### src/rtl/fp_addsub_pipe.sv
// Pipelined floating-point add/subtract with parametrised field widths.
// Operand capture, then unpack/align, add/sub, normalise/round/pack.
// Denormal inputs and underflowing results are flushed to signed zero.
module fp_addsub_pipe #(
    parameter int EXP_W = 8,
    parameter int MAN_W = 23
) (
    input  logic                 clk,
    input  logic                 reset,
    input  logic                 in_valid,
    output logic                 in_ready,
    input  logic                 op_sub,
    input  logic [EXP_W+MAN_W:0] in1,
    input  logic [EXP_W+MAN_W:0] in2,
    output logic                 out_valid,
    input  logic                 out_ready,
    output logic [EXP_W+MAN_W:0] out,
    output logic                 overflow,
    output logic                 invalid
);

    localparam int W   = 1 + EXP_W + MAN_W;
    localparam int SW  = MAN_W + 4;          // hidden + fraction + guard/round/sticky
    localparam int AW  = MAN_W + 5;          // SW plus carry-out
    localparam int LZW = $clog2(AW) + 1;
    localparam int XW  = EXP_W + LZW + 1;    // signed working exponent
    localparam logic signed [XW-1:0] X_EMAX = XW'((2 ** EXP_W) - 1);

    // Handshake: an operand transfers on in_valid & in_ready, a result on
    // out_valid & out_ready; while a result waits (out_valid & ~out_ready)
    // every stage holds, so in_ready is simply the inverse of that stall.
    logic w_stall;
    assign w_stall  = out_valid & ~out_ready;
    assign in_ready = ~w_stall;

    // ---------------- operand capture ----------------
    logic         r0_valid;
    logic [W-1:0] r0_a;
    logic [W-1:0] r0_b;
    logic         r0_sub;

    // Capture operands and op whenever the pipe advances
    always_ff @(posedge clk) begin
        if (reset) r0_valid <= 1'b0;
        else if (!w_stall) r0_valid <= in_valid;
        if (!w_stall) begin
            r0_a   <= in1;
            r0_b   <= in2;
            r0_sub <= op_sub;
        end
    end

    // ---------------- stage 1: unpack / classify / align ----------------
    logic                   w_sa, w_sb;
    logic [EXP_W-1:0]       w_ea, w_eb;
    logic [MAN_W-1:0]       w_fa, w_fb;
    logic                   w_a_zero, w_b_zero, w_a_spec, w_b_spec;
    logic                   w_a_nan, w_b_nan, w_a_inf, w_b_inf;
    logic [EXP_W+MAN_W-1:0] w_mag_a, w_mag_b;
    logic [SW-1:0]          w_sig_a, w_sig_b, w_sig_big, w_sig_small;
    logic [SW-1:0]          w_shifted, w_aligned;
    logic                   w_lost, w_swap, w_s_big;
    logic [EXP_W-1:0]       w_e_big, w_e_small, w_diff;

    assign w_sa     = r0_a[W-1];
    assign w_sb     = r0_b[W-1] ^ r0_sub;
    assign w_ea     = r0_a[W-2:MAN_W];
    assign w_eb     = r0_b[W-2:MAN_W];
    assign w_fa     = r0_a[MAN_W-1:0];
    assign w_fb     = r0_b[MAN_W-1:0];
    assign w_a_zero = (w_ea == '0);
    assign w_b_zero = (w_eb == '0);
    assign w_a_spec = (w_ea == '1);
    assign w_b_spec = (w_eb == '1);
    assign w_a_nan  = w_a_spec & (|w_fa);
    assign w_b_nan  = w_b_spec & (|w_fb);
    assign w_a_inf  = w_a_spec & ~(|w_fa);
    assign w_b_inf  = w_b_spec & ~(|w_fb);

    // Zero-exponent operands are treated as exact zeros everywhere below
    assign w_mag_a = w_a_zero ? '0 : {w_ea, w_fa};
    assign w_mag_b = w_b_zero ? '0 : {w_eb, w_fb};
    assign w_sig_a = {~w_a_zero, (w_a_zero ? {MAN_W{1'b0}} : w_fa), 3'b000};
    assign w_sig_b = {~w_b_zero, (w_b_zero ? {MAN_W{1'b0}} : w_fb), 3'b000};

    assign w_swap      = (w_mag_b > w_mag_a);
    assign w_s_big     = w_swap ? w_sb : w_sa;
    assign w_e_big     = w_swap ? w_eb : w_ea;
    assign w_e_small   = w_swap ? w_ea : w_eb;
    assign w_sig_big   = w_swap ? w_sig_b : w_sig_a;
    assign w_sig_small = w_swap ? w_sig_a : w_sig_b;
    assign w_diff      = w_e_big - w_e_small;
    assign w_shifted   = w_sig_small >> w_diff;
    assign w_lost      = |(w_sig_small & ~({SW{1'b1}} << w_diff));

    // Align the smaller significand; bits shifted out collapse into sticky
    always_comb begin
        if (int'(w_diff) >= MAN_W + 3) w_aligned = {{(SW-1){1'b0}}, |w_sig_small};
        else                           w_aligned = w_shifted | {{(SW-1){1'b0}}, w_lost};
    end

    logic             r1_valid, r1_sign, r1_eff_sub;
    logic [EXP_W-1:0] r1_exp;
    logic [SW-1:0]    r1_sig_big, r1_sig_small;
    logic             r1_invalid, r1_inf, r1_inf_sign, r1_neg_zero;

    // Register aligned operands and the special-case classification
    always_ff @(posedge clk) begin
        if (reset) r1_valid <= 1'b0;
        else if (!w_stall) r1_valid <= r0_valid;
        if (!w_stall) begin
            r1_sign      <= w_s_big;
            r1_eff_sub   <= w_sa ^ w_sb;
            r1_exp       <= w_e_big;
            r1_sig_big   <= w_sig_big;
            r1_sig_small <= w_aligned;
            r1_invalid   <= w_a_nan | w_b_nan | (w_a_inf & w_b_inf & (w_sa ^ w_sb));
            r1_inf       <= w_a_inf | w_b_inf;
            r1_inf_sign  <= w_a_inf ? w_sa : w_sb;
            r1_neg_zero  <= w_a_zero & w_b_zero & w_sa & w_sb;
        end
    end

    // ---------------- stage 2: significand add / subtract ----------------
    logic [AW-1:0] w_sum;
    assign w_sum = r1_eff_sub ? ({1'b0, r1_sig_big} - {1'b0, r1_sig_small})
                              : ({1'b0, r1_sig_big} + {1'b0, r1_sig_small});

    logic             r2_valid, r2_sign;
    logic [EXP_W-1:0] r2_exp;
    logic [AW-1:0]    r2_sum;
    logic             r2_invalid, r2_inf, r2_inf_sign, r2_neg_zero;

    // Register the raw sum; the larger magnitude always sets the sign
    always_ff @(posedge clk) begin
        if (reset) r2_valid <= 1'b0;
        else if (!w_stall) r2_valid <= r1_valid;
        if (!w_stall) begin
            r2_sign     <= r1_sign;
            r2_exp      <= r1_exp;
            r2_sum      <= w_sum;
            r2_invalid  <= r1_invalid;
            r2_inf      <= r1_inf;
            r2_inf_sign <= r1_inf_sign;
            r2_neg_zero <= r1_neg_zero;
        end
    end

    // ---------------- stage 3: normalise / round / pack ----------------
    function automatic logic [LZW-1:0] lzc_f(input logic [SW-1:0] v);
        lzc_f = LZW'(SW);
        for (int i = 0; i < SW; i++)
            if (v[i]) lzc_f = LZW'(SW - 1 - i);
    endfunction

    logic [LZW-1:0]          w_lzc;
    logic signed [XW-1:0]    w_exp_x, w_exp_n, w_exp_f;
    logic [SW-1:0]           w_norm;
    logic                    w_round_up;
    logic [MAN_W+1:0]        w_mant_r;
    logic [MAN_W-1:0]        w_frac;
    logic [W-1:0]            w_res;
    logic                    w_ovf, w_inv;

    assign w_lzc   = lzc_f(r2_sum[SW-1:0]);
    assign w_exp_x = $signed({{(XW-EXP_W){1'b0}}, r2_exp});

    // Normalise, round to nearest even, then apply special-case priority
    always_comb begin
        if (r2_sum[AW-1]) begin
            w_norm  = r2_sum[AW-1:1] | {{(SW-1){1'b0}}, r2_sum[0]};
            w_exp_n = w_exp_x + $signed({{(XW-1){1'b0}}, 1'b1});
        end else begin
            w_norm  = r2_sum[SW-1:0] << w_lzc;
            w_exp_n = w_exp_x - $signed({{(XW-LZW){1'b0}}, w_lzc});
        end
        w_round_up = w_norm[2] & (w_norm[1] | w_norm[0] | w_norm[3]);
        w_mant_r   = {1'b0, w_norm[SW-1:3]} + {{(MAN_W+1){1'b0}}, w_round_up};
        w_frac     = w_mant_r[MAN_W+1] ? w_mant_r[MAN_W:1] : w_mant_r[MAN_W-1:0];
        w_exp_f    = w_exp_n + $signed({{(XW-1){1'b0}}, w_mant_r[MAN_W+1]});

        w_res = {r2_sign, w_exp_f[EXP_W-1:0], w_frac};
        w_ovf = 1'b0;
        w_inv = 1'b0;
        if (r2_invalid) begin
            w_res = {1'b0, {EXP_W{1'b1}}, 1'b1, {(MAN_W-1){1'b0}}};
            w_inv = 1'b1;
        end else if (r2_inf) begin
            w_res = {r2_inf_sign, {EXP_W{1'b1}}, {MAN_W{1'b0}}};
            w_ovf = 1'b1;
        end else if (r2_sum == '0) begin
            w_res = {r2_neg_zero, {(EXP_W+MAN_W){1'b0}}};
        end else if (w_exp_f >= X_EMAX) begin
            w_res = {r2_sign, {EXP_W{1'b1}}, {MAN_W{1'b0}}};
            w_ovf = 1'b1;
        end else if (w_exp_f[XW-1] || (w_exp_f == '0)) begin
            w_res = {r2_sign, {(EXP_W+MAN_W){1'b0}}};
        end
    end

    // Output register; holds result and flags steady while stalled
    always_ff @(posedge clk) begin
        if (reset) begin
            out_valid <= 1'b0;
            out       <= '0;
            overflow  <= 1'b0;
            invalid   <= 1'b0;
        end else if (!w_stall) begin
            out_valid <= r2_valid;
            out       <= w_res;
            overflow  <= w_ovf;
            invalid   <= w_inv;
        end
    end

endmodule

### config.mk
export PLATFORM = sky130hd
export DESIGN_NAME = fp_addsub_pipe
export DESIGN_NICKNAME = d
export VERILOG_FILES = /design/src/rtl/fp_addsub_pipe.sv
export SDC_FILE = /design/constraint.sdc
export NUM_CORES = 1
export LEC_CHECK = 0
export ABC_AREA = 1
export BUFFER_PORTS_ARGS = -buffer_cell sky130_fd_sc_hd__buf_2
export CORE_MARGIN = 2
export CORE_UTILIZATION = 50
export DETAILED_ROUTE_END_ITERATION = 16
export GPL_TIMING_DRIVEN = 0
export MAX_ROUTING_LAYER = met4
export PLACE_DENSITY_LB_ADDON = 0.05
export SLEW_MARGIN = 20
export SYNTH_ARGS = -nofsm -noshare
export SYNTH_HDL_FRONTEND = slang
export SYNTH_SLANG_ARGS = --single-unit
### constraint.sdc
create_clock -name clk -period 12.7 [get_ports clk]
set_clock_uncertainty 0.2 [all_clocks]
set_input_delay 3.175 -clock clk [delete_from_list [all_inputs] [get_ports clk]]
set_output_delay 3.175 -clock clk [all_outputs]
set_load 0.03 [all_outputs]
==> Yosys cells after proc, flatten, opt, wreduce, memory -nomap -nowiden <==
Cells that the tools add are included.
{ "classes": {"n_eq_ne": 2, "mux": 52, "addsub": 7, "shift": 3, "bitwise_logic": 28, "order_cmp": 3, "n_reduce_logical": 9} }
{ "ops": {"columns": ["op", "n"], "rows": [
  ["6-bit two-way mux", 26],
  ["31-bit two-way mux", 4],
  ["32-bit two-way mux", 3],
  ["27-bit two-way mux", 3],
  ["23-bit two-way mux", 3],
  ["27-bit by 1-bit OR with 27-bit output", 2],
  ["27-bit OR reduction", 2],
  ["23-bit OR reduction", 2],
  ["31-bit greater-than comparator", 1],
  ["27-bit by 27-bit adder with 28-bit output", 1],
  ["28-bit zero test", 1],
  ["28-bit two-way mux", 1],
  ["27-bit by 27-bit subtractor with 28-bit output", 1],
  ["27-bit bitwise AND", 1],
  ["27-bit NOT", 1],
  ["27-bit by 6-bit << shifter with 27-bit output", 1],
  ["27-bit by 8-bit << shifter with 27-bit output, first input constant", 1],
  ["27-bit by 8-bit right shift with 27-bit output", 1],
  ["24-bit by 1-bit adder with 25-bit output", 1],
  ["8-bit equality test, second input constant", 2],
  ["8-bit zero test", 2],
  ["8-bit two-way mux", 2],
  ["15-bit by 2-bit adder with 15-bit output", 1],
  ["15-bit by 9-bit >= comparator with 1-bit output, second input constant", 1],
  ["12 further kinds", 40]
]} }
{ "totals": {"ff_bits": 212, "output_inout_bits": 36} }

==> Logic depth before layout (Yosys ltp) <==
{ "depth": {"ltp_word": 41, "ltp_mapped": 58} }

==> Worst setup path after synthesis <==
Ideal clock, no wire load.
{ "synth_timing": {"path_type": "input -> output", "from": "input port out_ready", "to": "output port in_ready", "path_slack_ns": 0.950, "n_path_buf": 1, "arrival_ns": 8.375, "required_time_ns": 9.325, "path_stages": 3, "cell_sequence": "nor2_1 > inv_1 > clkbuf_1"} }
{ "synth_via": {"elab_chain_len": 3} }
{ "synth_rtl": {"columns": ["element", "line", "source"], "rows": [
  ["start: declaration", "16", "input logic out_ready,"],
  ["1-bit NOT", "33", "assign w_stall = out_valid & ~out_ready;"],
  ["1-bit bitwise AND", "33", null],
  ["1-bit NOT", "34", "assign in_ready = ~w_stall;"],
  ["end: declaration", "11", "output logic in_ready,"]
]} }
Every way passes these cells.

==> Final worst setup path <==
Same ends and word-level chain as after synthesis.

==> flow_summary.ini <==
[grt]
grt.busiest_layer = met2
grt_util_met2_pct = 52.2
global_route.usage.total_pct = 31.1
global_route_wire_length_before_repair_mm = 78.1
globalRouteMet3Util_pct = 3.76
maximum_number_of_pins_on_one_net_before_global_route_repair = 54
first_global_vias = 14500
grt_use_met1_pct = 37.1
overflow = 0
antenna_violations_before_repair = 0

[placed_design]
placedInstanceArea_um2 = 16700
post-place-cells = 2646
io_buffers = 103
gp_routability_congestion = 1.03
dp_hpwl_mm = 39.5

[clock_tree]
cts_post_setup_buffers_inserted = 0
cts_root_buf = sky130_fd_sc_hd__clkbuf_16
postCtsResizedCells = 0
clock_insertion_delay_worst_skew_ns = 0.55
cts_tree = built
cts_htree_levels = 1
numClockSinks = 209
tritoncts.num_buffers = 25
largest_buffer_count_on_any_clock_path = 3
worst_setup_hold_path_clk_slew_ns = 0.06
cts.hold.buffers_added = 0

[timing]
smallest_hold_slack_ns = 0.219
finalCritPeriodShare_pct = 65.8
tightest_slew_ns = 0.963
timing.final.max_slew_violations = 0
clock.fmax_mhz = 120
slew_headroom_pct = 35.2
finalHoldViolCount = 0
period_minus_ws_final_ns = 8.36
setup-violations-final = 0
grt_setup_unrepaired = false

[route]
routed_via_density = 5.69
ant_nets = 0
routed_wirelength_mm = 49.6
drt_pass1_iterations = 8
num_vias = 15300
detail_route.iter0.violations = 1380
drc_errors = 0
avgRoutedWirePerCell_um = 18.4

[pwr]
power.density_cell_area_nw_per_um2 = 230
cell_int_power_uw = 2040
switching_share_pct = 49.1
leakagePower_uw = 0.00814
power.share.sequential_pct = 26.0
p_switching_uw = 1980
irDropWorstVdd_uv = 110
power.share.clock_pct = 17.9
comb_power_share_pct = 56.2

[job]
cap_viol_max_count = 0

[layout]
area.growth.synth_to_final_pct = 12.3
antenna_cells = 0
filler_cell_count = 2993
share_of_cells_above_drive_strength_1_pct = 10.3
nNetsFinal = 2413
finish.instance_area_um2 = 17500
fin_cells = 2692

[outcome]
outcome = finished clean

[synthesis]
ys_warn_count = 0
postSynthRegisterBits = 209
synth_top_area_share_pct = 32.9
synthTopCellsByCount = sky130_fd_sc_hd__nand2_1 (560), sky130_fd_sc_hd__nand3_1 (293), sky130_fd_sc_hd__inv_1 (200)
synth_instances = 2144
postSynth.topFlopCell = sky130_fd_sc_hd__edfxtp_1
yosysUniqueCellTypes = 58
synth.most_common_cell = sky130_fd_sc_hd__nand2_1
share_of_flip_flops_with_an_asynchronous_set_or_reset_pct = 0
synth_edf_count = 171
synthTopCellsByArea = sky130_fd_sc_hd__edfxtp_1 (33%), sky130_fd_sc_hd__nand2_1 (13%), sky130_fd_sc_hd__nand3_1 (9.4%)
postSynthAreaPerCell_um2 = 7.27
synth_nets = 2280
synth_seq_area_share_pct = 37.8
synth.cell_area_um2 = 15600
yosys.area.top_type = sky130_fd_sc_hd__edfxtp_1

[worst_setup_path]
required_ns = 9.32
critPathKind = in -> out
r2r_slack_ns = 5.29
cp_max_fo = 53
worstPathArrival_ns = 4.98
timing.critical_path.from_type = input port
setup.worst_path.end_class = output pin

[floorplanning]
design.portCount = 105
rows = 64
dieWidth_um = 181
die_h_um = 181
start_util_pct = 50.8
core_area_um2 = 30700
die-area_um2 = 32600

[worst_hold_path]
min-delay-path-class = reg -> reg
-- stage by stage --
stage,setup WS (ns),total power (uW),setup TNS (ns),utilization (%)
floorplan,0.950,2650,0,-
global placement,-1.65,3250,-1.65,54.1
detailed placement,4.32,3270,0,54.4
CTS,4.32,4000,0,57.1
global route,4.17,4330,0,57.1
finish,4.34,4020,0,57.1
-- registers in the layout (all words and copies together), names as in the netlist, 8 cells and up --
| name | flops |
|---|---|
| r1_exp | 8 |
| out | 32 |
| r1_sig_small | 27 |
| r1_sig_big | 24 |
| r0_a | 32 |
| r2_sum | 28 |
| r0_b | 32 |
| r2_exp | 8 |
-- placed cells by master, fill, tap and decap left out, types with 9 or more instances in the layout --
| cell | synthesis | routed |
|---|---|---|
| sky130_fd_sc_hd__nand2_1 | 560 | 560 |
| sky130_fd_sc_hd__nand3_1 | 293 | 293 |
| sky130_fd_sc_hd__inv_1 | 200 | 200 |
| sky130_fd_sc_hd__nor2_1 | 190 | 190 |
| sky130_fd_sc_hd__edfxtp_1 | 171 | 171 |
| sky130_fd_sc_hd__buf_2 | 9 | 112 |
| sky130_fd_sc_hd__a21oi_1 | 111 | 111 |
| sky130_fd_sc_hd__o21ai_0 | 108 | 108 |
| sky130_fd_sc_hd__ha_1 | 66 | 66 |
| sky130_fd_sc_hd__clkbuf_1 | 57 | 58 |
| sky130_fd_sc_hd__xor2_1 | 48 | 48 |
| sky130_fd_sc_hd__nand4_1 | 38 | 38 |
| sky130_fd_sc_hd__dfxtp_1 | 38 | 38 |
| sky130_fd_sc_hd__o22ai_1 | 27 | 27 |
| sky130_fd_sc_hd__clkbuf_16 | 0 | 25 |
| sky130_fd_sc_hd__xnor2_1 | 24 | 24 |
| sky130_fd_sc_hd__nor4_1 | 21 | 21 |
| sky130_fd_sc_hd__nor3_1 | 19 | 19 |
| sky130_fd_sc_hd__o21ai_1 | 16 | 16 |
| sky130_fd_sc_hd__nand2_2 | 16 | 16 |
| sky130_fd_sc_hd__inv_2 | 14 | 14 |
| sky130_fd_sc_hd__buf_1 | 11 | 11 |
| sky130_fd_sc_hd__o211ai_1 | 9 | 9 |
-- worst paths after layout --
| check | startpoint | endpoint | depth (start not counted) |
|---|---|---|---|
| min | r1_inf | r2_inf | 0 |
| max | out_ready | in_ready | 7 |
| max reg2reg | r2_sum[1] | out[9] | 56 |
| min reg2reg | r1_inf | r2_inf | 0 |
-- cells by family after synthesis --
logic type / Yosys count / synth area share (%)
buffers and inverters: 302 / 7.73
and+or+nand+nor: 1179 / 33.7
muxes: 3 / 0.193
DFF: 209 / 37.8
xor gates and xnor gates: 72 / 4.04
AOI/OAI and AO/OA: 312 / 11.0
adders and majority gates: 67 / 5.42
-- layer usage --
metal,up-vias,share of wire (%)
met5,-,0
met4,0,5.9
met3,148,5.8
met2,602,48
met1,7005,40
li1,7552,-
-- power by group through the flow --
stage               Sequential (uW)  Combinational [uW]  Clock [uW]
finish                         1040                2260         718
global route                   1060                2510         763
detailed placement             1050                2220           0
floorplan                      1070                1580           0
CTS                            1040                2230         734
global placement               1050                2200           0
-- layout make-up --
cell class | count | area [um^2] | share of cell area, %
multi-input combinational | 1633 | 8490 | 48.5
clock inverter | 19 | 204 | 1.16
clock buffer | 27 | 633 | 3.62
tap | 396 | 495 | 2.83
sequential | 209 | 5900 | 33.7
buffer | 86 | 399 | 2.28
inverter | 216 | 811 | 4.63
timing repair buffer | 106 | 583 | 3.33
-- worst max-delay path, stage by stage --
cell	delay, ns
sky130_fd_sc_hd__buf_2	0.07
sky130_fd_sc_hd__nor2_1	0.06
sky130_fd_sc_hd__inv_1	0.16
sky130_fd_sc_hd__clkbuf_4	0.66
sky130_fd_sc_hd__buf_12	0.33
sky130_fd_sc_hd__buf_12	0.24
sky130_fd_sc_hd__buf_2	0.23
(Power assumes the default switching activity.)
